### src/rtl/jk_bank_driver.sv
`default_nettype none
// ============================================================================
// Module   : jk_bank_driver
// Brief    : Converts target words into J/K commands for a bank of JK flops
//            and re-drives the bank on q-feedback mismatch.
// Revision : 1.0 - initial release
// ============================================================================
module jk_bank_driver #(
    parameter int WIDTH     = 4,
    parameter int TOGGLE_EN = 0,
    parameter int MAX_RETRY = 2,
    parameter int CNT_W     = 8
) (
    input  logic             clk,
    input  logic             rst_n,
    input  logic             in_valid,
    output logic             in_ready,
    input  logic [WIDTH-1:0] in_data,
    output logic [WIDTH-1:0] jk_j,
    output logic [WIDTH-1:0] jk_k,
    input  logic [WIDTH-1:0] q_fb,
    output logic             done,
    output logic             mismatch,
    output logic [CNT_W-1:0] err_count
);

    localparam int RETRY_W = (MAX_RETRY < 1) ? 1 : $clog2(MAX_RETRY + 1);
    localparam logic [RETRY_W-1:0] C_MAX_RETRY = RETRY_W'(MAX_RETRY);

    typedef enum logic [1:0] {
        S_IDLE  = 2'd0,
        S_DRIVE = 2'd1,
        S_CHECK = 2'd2
    } state_t;

    state_t             r_state;
    logic [WIDTH-1:0]   r_tgt;
    logic [RETRY_W-1:0] r_retry;
    logic [WIDTH-1:0]   r_j;
    logic [WIDTH-1:0]   r_k;
    logic               r_done;
    logic               r_mismatch;
    logic               r_in_ready;
    logic [CNT_W-1:0]   r_err_count;

    // The encoder target is the new word while idle, otherwise the held target.
    logic [WIDTH-1:0] w_enc_src;
    logic [WIDTH-1:0] w_diff;
    logic [WIDTH-1:0] w_enc_j;
    logic [WIDTH-1:0] w_enc_k;

    assign w_enc_src = (r_state == S_IDLE) ? in_data : r_tgt;
    assign w_diff    = w_enc_src ^ q_fb;

    generate
        if (TOGGLE_EN != 0) begin : g_toggle
            assign w_enc_j = w_diff;
            assign w_enc_k = w_diff;
        end else begin : g_set_reset
            assign w_enc_j = w_diff & w_enc_src;
            assign w_enc_k = w_diff & ~w_enc_src;
        end
    endgenerate

    always_ff @(posedge clk) begin
        if (!rst_n) begin
            r_state     <= S_IDLE;
            r_tgt       <= '0;
            r_retry     <= '0;
            r_j         <= '0;
            r_k         <= '0;
            r_done      <= 1'b0;
            r_mismatch  <= 1'b0;
            r_in_ready  <= 1'b1;
            r_err_count <= '0;
        end else begin
            r_done     <= 1'b0;
            r_mismatch <= 1'b0;
            case (r_state)
                S_IDLE: begin
                    if (in_valid && r_in_ready) begin
                        r_tgt      <= in_data;
                        r_retry    <= '0;
                        r_j        <= w_enc_j;
                        r_k        <= w_enc_k;
                        r_in_ready <= 1'b0;
                        r_state    <= S_DRIVE;
                    end
                end
                S_DRIVE: begin
                    r_j     <= '0;
                    r_k     <= '0;
                    r_state <= S_CHECK;
                end
                S_CHECK: begin
                    if (q_fb == r_tgt) begin
                        r_done     <= 1'b1;
                        r_in_ready <= 1'b1;
                        r_state    <= S_IDLE;
                    end else if (r_retry < C_MAX_RETRY) begin
                        r_retry <= r_retry + 1'b1;
                        r_j     <= w_enc_j;
                        r_k     <= w_enc_k;
                        r_state <= S_DRIVE;
                    end else begin
                        r_done     <= 1'b1;
                        r_mismatch <= 1'b1;
                        r_in_ready <= 1'b1;
                        if (r_err_count != {CNT_W{1'b1}}) begin
                            r_err_count <= r_err_count + 1'b1;
                        end
                        r_state <= S_IDLE;
                    end
                end
                default: begin
                    r_j        <= '0;
                    r_k        <= '0;
                    r_in_ready <= 1'b1;
                    r_state    <= S_IDLE;
                end
            endcase
        end
    end

    assign in_ready  = r_in_ready;
    assign jk_j      = r_j;
    assign jk_k      = r_k;
    assign done      = r_done;
    assign mismatch  = r_mismatch;
    assign err_count = r_err_count;

endmodule
`default_nettype wire
### config.mk
export PLATFORM = sky130hd
export DESIGN_NAME = jk_bank_driver
export DESIGN_NICKNAME = d
export VERILOG_FILES = /design/src/rtl/jk_bank_driver.sv
export SDC_FILE = /design/constraint.sdc
export NUM_CORES = 1
export LEC_CHECK = 0
export ABC_AREA = 1
export CORE_MARGIN = 1.5
export CORE_UTILIZATION = 61
export CTS_CLUSTER_SIZE = 30
export DETAILED_ROUTE_END_ITERATION = 12
export DONT_BUFFER_PORTS = 1
export PLACE_DENSITY = 0.77
export RECOVER_POWER = 50
export SLEW_MARGIN = 10
export SYNTH_ARGS = -nofsm -noshare
export SYNTH_HDL_FRONTEND = slang
export SYNTH_SLANG_ARGS = --single-unit
### constraint.sdc
create_clock -name clk -period 3.3 [get_ports clk]
set_input_delay 0.99 -clock clk [delete_from_list [all_inputs] [get_ports clk]]
set_output_delay 0.99 -clock clk [all_outputs]
set_load 0.1 [all_outputs]
======== Word level (Yosys, flattened, before mapping) ========
Cells that the tools add are included.
cells by class
  $add $sub $neg .......................... 2
  order comparisons ....................... 1
  equality and inequality tests ........... 8
  multiplexer cells ....................... 23
  bitwise operators ....................... 9
  reduce and logical (&&, ||, !) cells .... 10
operator list
  operator               number
  $mux W4                7
  $pmux W4 S2            2
  $add A8 B1 Y8 const B  1
  $and A4 B4 Y4          2
  $mux W2                4
  $ne A8 B8 Y1 const B   1
  $reduce_and A4 Y1      2
  $mux W1                7
  $pmux W2 S3            1
  $reduce_and A3 Y1      2
  $not A1 Y1             5
  $eq A4 B4 Y1           1
  $ne A2 B2 Y1 const B   2
  $not A4 Y4             1
  $pmux W2 S2            1
  $reduce_and A2 Y1      2
  $xor A4 B4 Y4          1
  $ne A3 B3 Y1 const B   1
  $pmux W1 S3            1
  $reduce_or A3 Y1       1
  $add A2 B1 Y2 const B  1
  $eq A2 B1 Y1 const B   1
  $eq A2 B2 Y1 const B   1
  $logic_not A2 Y1       1
  4 further kinds        4
word-level totals
  register bits ........................... 27
  input port bits ......................... 11
  word-level logic and storage cells ...... 62

======== Longest topological paths before layout ========
Gate-level depths: netlist (run 1).
  depth in word-level cells ............... 7
  gate-level depth with buffers ........... 10
  mapped depth without buffers ............ 9

======== Least setup slack after synthesis (run 1) ========
Ideal clock, no wire load.
  path type ............................... reg-to-reg
  start point ............................. reg r_err_count[1] (netlist: err_count[1])
  end point ............................... reg r_err_count[6] (netlist: err_count[6])
  arrival time ............................ 2.150 ns
  setup slack ............................. 1.081 ns
  stages on the path, launching flop included .. 8
  path buffers ............................ 0
  period minus slack after synthesis ...... 2.219 ns
  cell sequence ........................... dfxtp_1 -> ha_1 -> nand2_2 -> nor2_4 -> nand4_4 -> nand3_4 -> nand2_1 -> a21oi_2
on the way
  cells in the longest elaborated chain, start to end .. 2
RTL lines
  item                                                                   line  RTL
  start: declaration                                                     44    logic [CNT_W-1:0] r_err_count;
  start signal: assignment                                               110   r_err_count <= r_err_count + 1'b1;
  parallel branches: the longest is 2 deep, another holds $add A8 B1 Y8  --
Several ways; the timed one is not identified.
A chain may end at the register's enable or synchronous reset.

======== Final worst setup path (run 1) ========
  start point ............................. reg r_err_count[0] (netlist: err_count[0])
  end point ............................... reg r_err_count[4] (netlist: err_count[4])
The elaborated chain is that of the path after synthesis.

==> results of run 1 <==
## state kept, by name, summed over array words and instances, names as in the netlist, 2 cells and up
signal and count:
jk_k 4, r_retry 2, jk_j 4, err_count 8, r_state 2, r_tgt 4
## Yosys cell counts
cell type	n
a211oi_1	3
a21oi_1	12
a21oi_2	4
buf_1	1
buf_2	2
buf_4	2
buf_6	1
clkbuf_1	1
clkinv_1	1
dfxtp_1	27
ha_1	1
inv_1	25
inv_2	3
nand2_1	57
nand2_2	4
nand3_1	6
nand3_2	1
nand3_4	3
nand3b_1	2
nand4_1	12
nand4_4	1
nor2_1	27
nor2_2	1
nor2_4	4
nor3_1	5
o21ai_0	4
or2_0	1
xor2_1	3
## per-layer routing
layer  GRT usage  vias to the layer above  wire [um]  share of wire
met1       0.339                      619       1390           0.45
met4      0.0855                        0         17         0.0055
met2       0.417                       48       1480           0.48
met5           0                        -          0              0
met3      0.0457                        2        184          0.060
li1            -                      687          -              -
## logic make-up (layout without fill, tap and decap cells)
| family | count (synthesis) | in the layout | share of synthesized area |
|---|---|---|---|
| flip-flops | 27 | 27 | 0.361 |
| buffers and inverters | 36 | 39 | 0.102 |
| XOR/XNOR | 3 | 3 | 0.0176 |
| adder cells (fa/ha/maj) | 1 | 1 | 0.00836 |
| AND/OR/NAND/NOR | 124 | 124 | 0.419 |
| AO/OA/AOI/OAI | 23 | 23 | 0.0920 |
## layout by cell type, fill, tap and decap left out
cell,count
a211oi_1,3
a21oi_1,12
a21oi_2,4
buf_4,3
clkbuf_1,4
clkbuf_4,3
clkinv_1,1
dfxtp_1,27
ha_1,1
inv_1,26
inv_2,2
nand2_1,59
nand2_2,2
nand3_1,8
nand3_4,2
nand3b_1,2
nand4_1,12
nand4_4,1
nor2_1,28
nor2_4,4
nor3_1,5
o21ai_0,4
or2_0,1
xor2_1,3
## worst paths after layout
| kind | from | end |
|---|---|---|
| worst max register to register | err_count[0]$_SDFFE_PN0P_ | err_count[4]$_SDFFE_PN0P_ |
| worst min register to register | err_count[2]$_SDFFE_PN0P_ | err_count[2]$_SDFFE_PN0P_ |
| worst max-delay path | err_count[0]$_SDFFE_PN0P_ | err_count[4]$_SDFFE_PN0P_ |
| worst min-delay path | err_count[2]$_SDFFE_PN0P_ | err_count[2]$_SDFFE_PN0P_ |
## worst max-delay path, stage by stage, from the launching register on
cell and delay, ns:
dfxtp_1 0.33, clkbuf_1 0.95, ha_1 0.37, nand2_2 0.11, nor2_4 0.21, nand4_4 0.19
nand3_4 0.18, nand2_1 0.09, a21oi_2 0.18
## cell type report
cell class                      count  area (um2)
Timing Repair Buffer                6        33.8
Sequential cell                    27         541
Fill cell                         204         732
Multi-Input combinational cell    151         778
Tap cell                           28        35.0
Clock buffer                        4        26.3
Inverter                           29         109
## where the power goes
group	internal (mW)	switching (mW)	total (mW)
clock	0.0472	0.0971	0.144
sequential	0.353	0.139	0.492
combinational	0.0457	0.0915	0.137
total	0.446	0.328	0.773
==> results.cfg, run 1 <==
[outcome]
outcome = complete, no violations

[synth]
synth_nets = 226
syn_area_per_cell_um2 = 6.99
netlist_area_um2 = 1500
yosysTopAreaCell = dfxtp_1
synth_area_leaders = dfxtp_1 (36%), nand2_1 (14%), nor2_1 (6.8%)
synth_warnings = 0
synthCells = 214
ys_ff_latch = 27
yosysTopAreaCellShare = 0.361
synth_cell_types = 28
yosysSeqAreaShare = 0.361

[setup_path]
r2r_setup_slack_ns = 0.62
cp.arrival_ns = 2.92
worst-path-max-fanout = 9
path_class = flop to flop
critPathRequiredTime_ns = 3.55
cp-start-kind = flop
end_kind = flop
ff2ff_path_depth = 8

[clocking]
cts-root-buf = clkbuf_4
h-tree-depth = 1
numCtsBuffers = 3
clk_pin_slew_ns = 0.14
clkLatencyLatePin_ns = 0.32
cts-resized-gates = 0
numClockSinks = 27
cts_setup_buffers = 0
cts_tree = yes
cts_max_path_buffers = 2
hold_buffers = 0

[floorplan]
start_util = 0.664
rows = 17
core-area_um2 = 2250
die_x_um = 52.5
die_y_um = 52.5
io-pin-count = 30
die_area_um2 = 2760

[final_layout]
num_antenna_cells = 0
design_area_um2 = 1520
utilization = 0.675
areaGrowthSynthToFinish_pct = 1.76
finalNetCount = 230
drive_above_1_share = 0.0968
finish.cell_count_without_fillers = 245

[detailed_routing]
ant_nets = 0
via_per_inst = 5.53
drtPass1Iterations = 4
num_vias = 1356
wl_um = 3080
drtIter0Drc = 28
wl_per_cell_um = 12.6
drc_errors = 0

[sta]
clock_skew_ns = 0.00983
tns_ns = 0
period_needed_ns = 2.68
whs_ns = 0.472
maxSlewHeadroom = 0.0912
period_share = 0.811
setup_slack_ns = 0.623
drv_slew = 0
finalHoldViolCount = 0
setup-violations-final = 0
rsz0062_at_grt = false
tightest_slew_ns = 1.36
fmax_ghz = 0.373

[min_path]
worstHoldPathCells = 2
hold_class = flop to flop

[placement]
place_ws_ns = 1.17
place_hpwl_um = 2320
dp.cells = 241
dpl_cell_area_um2 = 1530
gp_congestion = 0.865
port_buffers = 0

[grt]
track_usage = 0.256
grt_start_max_net_pins = 18
gr-total-overflow = 0
grt_pass1_wl_um = 5260
grt_antenna_before_repair = 0
grt_pass1_vias = 1247

[power_and_ir_drop]
finalPower_mw = 0.773
p_leak_nw = 0.663
ir_worst_vdd_uv = 315
p_per_area_nw_per_um2 = 508

[run]
maxCapViolations = 0
No activity file was read; power rests on OpenSTA's default activity.
==> run 2, diff against run 1 <==
--- a/config.mk
+++ b/config.mk
@@ -7,11 +7,11 @@
 export LEC_CHECK = 0
 export ABC_AREA = 1
 export CORE_MARGIN = 1.5
-export CORE_UTILIZATION = 61
+export CORE_UTILIZATION = 56
 export CTS_CLUSTER_SIZE = 30
 export DETAILED_ROUTE_END_ITERATION = 12
 export DONT_BUFFER_PORTS = 1
-export PLACE_DENSITY = 0.77
+export PLACE_DENSITY = 0.74
 export RECOVER_POWER = 50
 export SLEW_MARGIN = 10
 export SYNTH_ARGS = -nofsm -noshare
==> constraint.sdc (replaced) <==
create_clock -name clk -period 2.2 [get_ports clk]
set_input_delay 0.66 -clock clk [delete_from_list [all_inputs] [get_ports clk]]
set_output_delay 0.66 -clock clk [all_outputs]
set_load 0.1 [all_outputs]
==> run 2 against run 1 <==
Against the previous run: via count increased by 1.2%; highest routed layer unchanged; clock skew down 0.0059 ns; non-clock buffer count up 13; critical endpoint is now err_count[6].
==> results.cfg, run 2 (synthesis results as in run 1) <==
[setup_path]
critPathRequiredTime_ns = 1.54
cp.arrival_ns = 1.16
r2r-start = r_state[0]$_SDFFE_PN0P_
end_kind = output pin
worstPathCellList = buf_4
slowest_stage = dfxtp_1
r2r_setup_slack_ns = 0.40
path_class = flop to output pin
cp_top_family = flip-flops
path_buf_inv = 1
cp-start-kind = flop
worstReg2RegEnd = err_count[4]$_SDFFE_PN0P_
ff2ff_path_depth = 6
cp_slowest_stage_delay_ns = 0.50
worst-path-max-fanout = 6

[clocking]
h-tree-depth = 1
numCtsBuffers = 3
cts_setup_buffers = 0
cts-root-buf = clkbuf_4
clkLatencyLatePin_ns = 0.32
cts_max_path_buffers = 2
cts_tree = yes
cts-resized-gates = 0
numClockSinks = 27
hold_buffers = 0
clk_pin_slew_ns = 0.15

[min_path]
hold_class = primary input to flop
hp-start = rst_n
min_to = jk_k[3]$_SDFFE_PN0P_
worstHoldPathCells = 2

[floorplan]
die_x_um = 54.7
core-area_um2 = 2500
rows = 18
die_y_um = 54.7
die_area_um2 = 2990
start_util = 0.599
io-pin-count = 30

[sta]
setup-violations-final = 0
tightest_slew_ns = 0.574
period_needed_ns = 1.82
maxSlewHeadroom = 0.618
rsz0062_at_grt = false
clock_skew_ns = 0.00392
drv_slew = 0
finalHoldViolCount = 0
tns_ns = 0
period_share = 0.827
fmax_ghz = 0.550

[grt]
grt_antenna_before_repair = 0
grt_pass1_wl_um = 5370
grt_pass1_vias = 1249
track_usage = 0.241
grt_start_max_net_pins = 18
gr-total-overflow = 0

[final_layout]
largest_reg_flops = 8
num_antenna_cells = 0
layout_commonest_cell = nand2_1
n_fill_cell = 246
finalNetCount = 243
final_cell_mix = nand2_1 (59), nor2_1 (27), inv_1 (26)
finish.cell_count_without_fillers = 260
drive_above_1_share = 0.170
areaGrowthSynthToFinish_pct = 7.78

[detailed_routing]
drtIter0Drc = 50
wl_per_cell_um = 12.2
wl_um = 3180
drc_errors = 0
drtPass1Iterations = 4
num_vias = 1372
via_per_inst = 5.28
ant_nets = 0

[placement]
place_hpwl_um = 2360
dp.cells = 256
port_buffers = 0
gp_congestion = 0.899

[power_and_ir_drop]
ir_worst_vdd_uv = 467
p_per_area_nw_per_um2 = 735
p_leak_nw = 0.746

[run]
maxCapViolations = 0

[outcome]
outcome = complete, no violations
## run 2: changes by cell type in the layout (fill, tap and decap cells not counted), sizes merged
cell	previous run	this run
clkinv	1	2
buf	3	11
clkbuf	7	11
## run 2: final cells by class
class	count	area, um2	share of cell area
clock inverters	1	5.00	0.00310
well taps	30	37.5	0.0233
flip-flops and latches	27	543	0.337
multi-input cells	151	773	0.479
clock buffers	3	22.5	0.0140
repair buffers	19	123	0.0760
inverters	29	109	0.0675
## run 2: metal layers
metal  share of wire  global-route usage  vias to the layer above  wire length, um
met1            0.47               0.341                      611             1490
met3           0.058              0.0246                        2              185
li1                -                   -                      712                -
met4          0.0038              0.0500                        0               12
met5               0                   0                        -                0
met2            0.47               0.395                       47             1490
## run 2: how the worst max path moves through the flow
| stage | startpoint | end | slack [ns] | depth (start not counted) |
|---|---|---|---|---|
| after detailed placement | q_fb[3] | in_ready$_SDFFE_PN1P_ | 0.53 | 8 |
| after global routing | r_state[0]$_SDFFE_PN0P_ | jk_k[3]$_SDFFE_PN0P_ | 0.27 | 8 |
| after CTS | err_count[6]$_SDFFE_PN0P_ | err_count[6] | 0.38 | 1 |
| after global placement | r_state[0]$_SDFFE_PN0P_ | jk_k[0]$_SDFFE_PN0P_ | 0.58 | 8 |
| after floorplan | err_count[5]$_SDFFE_PN0P_ | err_count[6]$_SDFFE_PN0P_ | 0.18 | 6 |
| final | err_count[6]$_SDFFE_PN0P_ | err_count[6] | 0.38 | 1 |
## run 2: through the flow
stage	power [mW]	cell area [um2]	worst slack, ns	util	hold WS (ns)
final	1.19	1610	0.380	0.645	0.439
after global routing	1.26	1610	0.267	0.645	0.426
after CTS	1.21	1660	0.379	0.665	0.424
after detailed placement	0.994	1640	0.527	0.654	0.466
after global placement	0.987	1640	0.582	0.654	0.454
after floorplan	0.935	1500	0.185	-	0.457
## run 2: power by group
group          switching (mW)  total, mW  internal (mW)
combinational           0.323      0.413         0.0907
sequential             0.0271      0.557          0.530
clock                   0.147      0.215         0.0680
total                   0.497       1.19          0.688
==> run 3, diff against run 2 <==
==> constraint.sdc (replaced) <==
create_clock -name clk -period 1.5 [get_ports clk]
set_input_delay 0.45 -clock clk [delete_from_list [all_inputs] [get_ports clk]]
set_output_delay 0.45 -clock clk [all_outputs]
set_load 0.1 [all_outputs]
==> run 3 against run 2 <==
Against the previous run: clock power increased by 49%; hold slack got worse by 0.23 ns; count of clock-buffer cells in the layout increased by 1; combinational power increased by 56%; critical path depth unchanged; sequential share of layout area decreased by 1.0 points; core utilization increased by 4.9 points; die area unchanged; register-to-register slack got worse by 0.30 ns; critical path type unchanged; largest cell class unchanged.
==> results.cfg, run 3 (synthesis results as in run 1) <==
[setup_path]
worstPathCellList = buf_4
cp_slowest_stage_delay_ns = 0.40
end_kind = output pin
critPathRequiredTime_ns = 1.05
slowest_stage = dfxtp_4
worst-path-max-fanout = 5
r2r-start = r_state[0]$_SDFFE_PN0P_
path_buf_inv = 1
ff2ff_path_depth = 7
worstReg2RegEnd = err_count[4]$_SDFFE_PN0P_
cp.arrival_ns = 1.02
cp_top_family = flip-flops
path_class = flop to output pin
r2r_setup_slack_ns = 0.10
cp-start-kind = flop

[power_and_ir_drop]
ir_worst_vdd_uv = 1120
finalPower_mw = 1.76
p_leak_nw = 0.780
p_per_area_nw_per_um2 = 1010

[floorplan]
io-pin-count = 30
rows = 18
die_y_um = 54.7
core-area_um2 = 2500
start_util = 0.599
die_x_um = 54.7
die_area_um2 = 2990

[grt]
grt_pass1_wl_um = 5190
gr-total-overflow = 0
grt_pass1_vias = 1237
track_usage = 0.239
grt_start_max_net_pins = 15
grt_antenna_before_repair = 0

[sta]
period_needed_ns = 1.47
period_share = 0.981
finalHoldViolCount = 0
clock_skew_ns = 0.00773
rsz0062_at_grt = false
drv_slew = 0
tightest_slew_ns = 0.340
fmax_ghz = 0.680
maxSlewHeadroom = 0.773
tns_ns = 0
setup-violations-final = 0

[clocking]
cts_tree = yes
numCtsBuffers = 3
hold_buffers = 0
numClockSinks = 27
cts-root-buf = clkbuf_4
clk_pin_slew_ns = 0.15
cts_max_path_buffers = 2
h-tree-depth = 1
clkLatencyLatePin_ns = 0.33

[final_layout]
largest_reg_flops = 8
num_antenna_cells = 0
layout_commonest_cell = nand2_1
drive_above_1_share = 0.235
areaGrowthSynthToFinish_pct = 16.0
n_fill_cell = 217
final_cell_mix = nand2_1 (58), nor2_1 (28), inv_1 (25)
finalNetCount = 247

[min_path]
min_to = jk_k[0]$_SDFFE_PN0P_
hp-start = rst_n
worstHoldPathCells = 2
hold_class = primary input to flop

[run]
maxCapViolations = 0

[detailed_routing]
wl_per_cell_um = 12.1
ant_nets = 0
num_vias = 1421
wl_um = 3200
drtIter0Drc = 25
drc_errors = 0
drtPass1Iterations = 4
via_per_inst = 5.38

[placement]
place_hpwl_um = 2500
port_buffers = 0
gp_congestion = 0.797

[outcome]
outcome = complete, no violations
## run 3: where the power goes
group,internal (mW),switching [mW],leakage [nW]
clock network,0.104,0.216,0.0150
logic,0.154,0.492,0.539
registers,0.766,0.0295,0.226
## run 3: stage by stage
step           setup slack [ns]  instance area, um2  hold slack [ns]  instances   util
2_1_floorplan          -0.00254                1540            0.457        214      -
3_3_place_gp             0.0877                1700            0.468        260  0.681
3_5_place_dp             0.0588                1700            0.496        260  0.681
4_1_cts                  0.0231                1740            0.209        264  0.694
5_1_grt                 0.00272                1740            0.226        264  0.694
6_report                 0.0289                1740            0.214        264  0.694
## run 3: layer usage
metal | track usage | routed length (um) | vias to the layer above
li1 | - | - | 725
met1 | 0.302 | 1430 | 650
met2 | 0.399 | 1560 | 41
met3 | 0.0464 | 171 | 5
met4 | 0.0875 | 37 | 0
met5 | 0 | 0 | -
## run 3: final cells by class
type,count,area [um2],area share
timing repair buffer,23,180,0.104
inverter,29,109,0.0627
clock buffer,4,26.3,0.0151
multi-input combinational,151,816,0.470
tap,30,37.5,0.0216
sequential,27,567,0.327
## run 3: how the worst max path moves through the flow
stage,start,endpoint,slack [ns],cells past startpoint
2_1_floorplan,err_count[1]$_SDFFE_PN0P_,err_count[6]$_SDFFE_PN0P_,-0.003,7
3_3_place_gp,q_fb[0],r_retry[0]$_SDFFE_PN0P_,0.09,9
3_5_place_dp,q_fb[0],jk_k[2]$_SDFFE_PN0P_,0.06,9
4_1_cts,err_count[1]$_SDFFE_PN0P_,err_count[1],0.02,1
5_1_grt,r_state[0]$_SDFFE_PN0P_,err_count[6]$_SDFFE_PN0P_,0.003,7
6_report,err_count[1]$_SDFFE_PN0P_,err_count[1],0.03,1
## run 3: repair_timing
| action | in CTS | in global routing |
|---|---|---|
| buffers inserted | 0 | 0 |
| endpoints found under the setup margin | 2 | 2 |
| gates resized for setup | 2 | 1 |
